## config.mk

```make
export PLATFORM = sky130hd
export DESIGN_NAME = fetch_stage
export DESIGN_NICKNAME = d
export VERILOG_FILES = /design/src/rtl/fetch_stage.sv
export SDC_FILE = /design/constraint.sdc
export NUM_CORES = 1
export LEC_CHECK = 0
export CORE_MARGIN = 8
export CORE_UTILIZATION = 40
export DETAILED_ROUTE_END_ITERATION = 10
export PLACE_DENSITY = 0.89
export SYNTH_ARGS = -nofsm -noshare
export SYNTH_HDL_FRONTEND = slang
export SYNTH_SLANG_ARGS = --single-unit
```

## constraint.sdc

```tcl
create_clock -name clk -period 2.86 [get_ports clk]
set_input_delay 0.858 -clock clk [delete_from_list [all_inputs] [get_ports clk]]
set_output_delay 0.858 -clock clk [all_outputs]
set_load 0.05 [all_outputs]
```

## src/rtl/fetch_stage.sv

```systemverilog
// Instruction fetch: PC register drives combinational imem, word lands in IF/ID one edge later.
// Stall freezes PC and IF/ID, redirect overrides stall and flushes; FETCH_COUNTER_EN adds a saturating fetch counter.
module fetch_stage #(
   parameter int unsigned NUM_INSTRUCTIONS = 12,
   parameter logic [31:0] RESET_PC         = 32'h0000_0000
) (
   input  logic        clk,
   input  logic        rst_n,
   output logic [31:0] imem_addr,
   input  logic [31:0] imem_instr,
   input  logic        stall,
   input  logic        redirect,
   input  logic [31:0] redirect_target,
   output logic [31:0] pc,
   output logic [31:0] if_id_instr,
   output logic [31:0] if_id_pc,
   output logic        if_id_valid,
   output logic        halted,
   output logic        misaligned,
   output logic [31:0] fetch_count
);

   localparam logic [31:0] PC_LIMIT = 32'(4 * NUM_INSTRUCTIONS);

   typedef enum logic [1:0] {
      ST_RUN   = 2'd0,
      ST_HALT  = 2'd1,
      ST_ERROR = 2'd2
   } state_t;

   state_t      r_state;
   logic [31:0] r_pc;
   logic [31:0] r_if_id_instr;
   logic [31:0] r_if_id_pc;
   logic        r_if_id_valid;
   logic        r_halted;
   logic        r_misaligned;

   logic        w_in_range;
   logic        w_target_aligned;
   logic        w_capture;

   assign w_in_range       = (r_pc < PC_LIMIT);
   assign w_target_aligned = (redirect_target[1:0] == 2'b00);
   // A capture is the only event that loads if_id_valid with 1.
   assign w_capture        = (r_state == ST_RUN) && !redirect && !stall && w_in_range;

   always_ff @(posedge clk) begin
      if (!rst_n) begin
         r_state       <= ST_RUN;
         r_pc          <= RESET_PC;
         r_if_id_instr <= 32'h0;
         r_if_id_pc    <= 32'h0;
         r_if_id_valid <= 1'b0;
         r_halted      <= 1'b0;
         r_misaligned  <= 1'b0;
      end else begin
         case (r_state)
            ST_ERROR: begin
               r_if_id_valid <= 1'b0;
            end
            default: begin
               if (redirect) begin
                  r_pc          <= redirect_target;
                  r_if_id_valid <= 1'b0;
                  if (w_target_aligned) begin
                     r_state  <= ST_RUN;
                     r_halted <= 1'b0;
                  end else begin
                     r_state      <= ST_ERROR;
                     r_misaligned <= 1'b1;
                  end
               end else if (stall) begin
                  r_state <= r_state;
               end else if (w_capture) begin
                  r_if_id_instr <= imem_instr;
                  r_if_id_pc    <= r_pc;
                  r_if_id_valid <= 1'b1;
                  r_pc          <= r_pc + 32'd4;
               end else if (r_state == ST_RUN) begin
                  // Ran off the end of the program: park without capturing.
                  r_if_id_valid <= 1'b0;
                  r_state       <= ST_HALT;
                  r_halted      <= 1'b1;
               end else begin
                  r_if_id_valid <= 1'b0;
               end
            end
         endcase
      end
   end

`ifdef FETCH_COUNTER_EN
   logic [31:0] r_fetch_count;

   always_ff @(posedge clk) begin
      if (!rst_n) begin
         r_fetch_count <= 32'h0;
      end else if (w_capture && (r_fetch_count != 32'hFFFF_FFFF)) begin
         r_fetch_count <= r_fetch_count + 32'd1;
      end
   end

   assign fetch_count = r_fetch_count;
`else
   assign fetch_count = 32'h0;
`endif

   assign imem_addr   = r_pc;
   assign pc          = r_pc;
   assign if_id_instr = r_if_id_instr;
   assign if_id_pc    = r_if_id_pc;
   assign if_id_valid = r_if_id_valid;
   assign halted      = r_halted;
   assign misaligned  = r_misaligned;

endmodule

```

==> results <==
- The final number of hold-violating endpoints is 0.
- The fraction of final layout cells sized beyond drive strength 1 is 0.0625.
- Setup repair after global routing left no endpoint under its margin.
- The count of standard-cell rows is 38.
- The slew at the pin closest to its max-slew limit is 0.620 ns.
- Data on the critical path arrives at its endpoint at 1.79 ns.
- Measured against its own limit, the worst slew margin works out to 0.584.
- The top cell types in the final layout, fill and taps aside, are sky130_fd_sc_hd__clkdlybuf4s50_1 (197), sky130_fd_sc_hd__nand2_1 (120), sky130_fd_sc_hd__dfxtp_1 (101).
- The count of cell types in the netlist is 49.
- The internal portion of total power is 0.00213 W.
- Counting along the longest clock path gives a buffer depth of 2.
- The worst setup path is of the reg -> out kind.
- The count of H-tree levels built during CTS is 3.
- The largest incremental delay on the critical path is 0.88 ns.
- The area of the die is 14600 um^2.
- The buffer and inverter count on the worst path is 1.
- The TritonCTS clock tree is built.
- The finished layout cell area is 6470 um^2.
- The growth of design area from synthesis to finish is 46.6%.
- The run finished with clean final reports.
- The total area inside the core boundary comes to 10800 um^2.
- The congestion estimate from routability-driven global placement came to between 0.8 and 0.9.
- Dividing the final minimum period by the clock period gives 0.926.
- The overall overflow remaining after global route is 0.
- The CTS root buffer is sky130_fd_sc_hd__clkbuf_8.
- The part of the total power dissipated in combinational logic is 0.221.
- The synthesized design contains 0 enable-type register cells.
- The part of the total power dissipated in the clock network is 0.303.
- The number of global-route vias before repair is 4196.
- Across the run, the number of max-cap violations was 0.
- STA puts the critical path data required time at 2.00 ns.
- After detailed routing, the number of remaining DRC violations is 0.
- After detailed routing, the average wire length per cell comes to 17.3 um.
- The number of diodes is 0.
- The share of the Yosys chip area taken by registers is 0.458.
- The initial antenna violation count is 0.
- The final antenna-violating net count is 0.
- Timing would allow up to 377 MHz.
- Buffers inserted during clock tree synthesis total 9.
- The number of sinks handled by clock tree synthesis is just over 100.
- The kind of cell with the highest combined delay along the critical path is buffers and inverters.
- The pre-antenna-repair detailed-routing pass consisted of 4 iterations.
- The type of element capturing the critical path is an output pin.
- In the synthesized netlist the dominant register cell turns out to be sky130_fd_sc_hd__dfxtp_1.
- The die height is 121 um.
- The shortest clock period the worst path allows after layout is approximately 2.6 ns.
- The count of final setup violators is 0.
- Of the total power, registers draw 0.477.
- The routed design has between 10000 and 15000 um of wire.
- The first-iteration detailed-routing DRC count is 283.
- The number of buffers inserted to repair setup after CTS is 0.
- The worst hold-check slack is around 0.47 ns.
- Summed over all nets, the half-perimeter wirelength after detailed placement is 11100 um.
- Yosys printed 0 warnings.
- The share of the synthesized area in the top cell type is 0.458.
- Using the TritonRoute via totals, the vias-per-cell ratio works out to 5.00.
- Adding up every negative setup slack in the final design gives 0 ns.
- The placed instances occupy a cell area of 6250 um^2.
- For this configuration, the core starts out at a cell density of 0.409.
- The post-placement cell count is between 800 and 900.
- The first-pass GRT wire length is 21900 um.
- After technology mapping, the gate count stands at 518.
- Clock skew on the completed layout was measured at 0.0145 ns.
- The summed instance area of the synthesized netlist is 4410 um^2.
- The biggest area contributor in the post-synthesis netlist is sky130_fd_sc_hd__dfxtp_1.
- Walking the worst path, the cells encountered are clkdlybuf4s50_1.
- The most common cell after layout, fill and taps aside is sky130_fd_sc_hd__clkdlybuf4s50_1.
- The worst setup path is launched from a flop.
- The top-level port count is about 230.
- The static leakage power is 2.42 nW.
- The count of placed standard cells in the final layout, fillers left out is 828.
- For this run, the post-layout net count is around 750.
- The total global routing track utilization is 0.184.
- The average instance area after synthesis is 8.52 um^2.
- The number of gates resized after cts is 0.
- Clock-pin slew was measured on the worst setup and hold paths at ~0.10 ns.
- The synthesized design contains 101 register bits.
- The fraction of registers with async set/reset is 0.
- The worst vdd rail ir drop is 0.295 mV.
- In the post-synthesis netlist, the biggest area contributors are sky130_fd_sc_hd__dfxtp_1 (46%), sky130_fd_sc_hd__buf_4 (11%), sky130_fd_sc_hd__nand2_1 (10%), sky130_fd_sc_hd__a21boi_0 (7.7%), sky130_fd_sc_hd__and3_1 (4.1%).
- Across all register-to-register paths, the minimum setup slack is 0.73 ns.
- The later-pin clock latency in the skew report is 0.36 ns.
- In this run the tool buffered the top-level ports with just under 200 buffer cells.
- The number of max-slew violations in the final report is 0.
- The number of hold buffers added after CTS is 0.
- The biggest fanout along the worst timing path is 8.
- Of the total power, the share spent switching nets is 0.323.
- The largest net degree at the start of global routing is 49.
- The analysis attributes to net switching a power of 0.00102 W.
- The library cell contributing the largest single delay on the critical path is sky130_fd_sc_hd__clkdlybuf4s50_1.
- Power spread over the standard cell area amounts to a little under 500 nW/um^2.
- The count of vias placed by the detailed router is 4136.
- In this run the worst hold path is classified as reg -> reg.
- The chip width is 121 um.
[final timing paths]
check / startpoint / endpoint / cells after the start
setup / recovery: imem_addr[20]$_SDFFE_PN0P_ / pc[20] / 1
hold / removal: if_id_pc[0]$_SDFFE_PN0P_ / if_id_pc[0]$_SDFFE_PN0P_ / 2
setup reg to reg: imem_addr[24]$_SDFFE_PN0P_ / if_id_instr[16]$_SDFFE_PN0P_ / 8
hold reg to reg: if_id_pc[0]$_SDFFE_PN0P_ / if_id_pc[0]$_SDFFE_PN0P_ / 2
[state kept, by name, summed over array words and instances (netlist names)]
register     count
r_state          2
if_id_pc        32
imem_addr       32
misaligned       1
if_id_valid      1
if_id_instr     32
halted           1
[metrics by stage]
step,total power (W),utilization,worst slack [ns]
after detailed placement,0.00223,0.579,-0.124
after global placement,0.00222,0.579,-0.0491
after global routing,0.00327,0.599,0.0901
final,0.00315,0.599,0.211
after CTS,0.00318,0.599,0.197
after floorplan,0.00201,-,0.470
[tightest hold or removal path, cell delays in order, from the launching register on]
cell and delay, ns:
sky130_fd_sc_hd__dfxtp_1 0.32, sky130_fd_sc_hd__nand2_1 0.05, sky130_fd_sc_hd__a21boi_0 0.06
[cells in the mapped netlist (6+ instances only)]
cell / count
sky130_fd_sc_hd__nand3_1: 7
sky130_fd_sc_hd__nand4_1: 6
sky130_fd_sc_hd__and3_1: 29
sky130_fd_sc_hd__clkbuf_1: 20
sky130_fd_sc_hd__a21boi_0: 45
sky130_fd_sc_hd__buf_2: 8
sky130_fd_sc_hd__inv_1: 6
sky130_fd_sc_hd__dfxtp_1: 101
sky130_fd_sc_hd__o21ai_0: 23
sky130_fd_sc_hd__nor4_1: 9
sky130_fd_sc_hd__buf_4: 64
sky130_fd_sc_hd__nor2_1: 9
sky130_fd_sc_hd__a21oi_1: 8
sky130_fd_sc_hd__nor3_1: 6
sky130_fd_sc_hd__nand2_1: 120
[power groups by stage]
stage / clock, W / sequential [W] / combinational (W)
2_1_floorplan: 0 / 0.00163 / 0.000385
3_3_place_gp: 0 / 0.00153 / 0.000687
3_5_place_dp: 0 / 0.00153 / 0.000693
4_1_cts: 0.000988 / 0.00150 / 0.000695
5_1_grt: 0.00104 / 0.00151 / 0.000723
6_report: 0.000952 / 0.00150 / 0.000694
[cells by family after synthesis]
| group | synth area share |
|---|---|
| compound gates | 0.169 |
| fa+ha+maj | 0.00284 |
| buf+inv | 0.144 |
| flops | 0.458 |
| mux | 0.00482 |
| other cells | 0.000850 |
| simple gates | 0.221 |
[metal layers]
metal | track usage | share of wire
met1 | 0.206 | 0.41
met2 | 0.325 | 0.47
met3 | 0.0614 | 0.10
met4 | 0.0539 | 0.012
met5 | 0 | 0
[cell type report]
type / instances / area [um^2]
repair buffers: 216 / 2150
clock inverters: 6 / 77.6
well taps: 140 / 175
flip-flops and latches: 101 / 2020
inverters: 7 / 26.3
multi-input cells: 348 / 1880
fillers: 936 / 4330
clock buffers: 10 / 138
No activity file was read; power rests on OpenSTA's default activity.
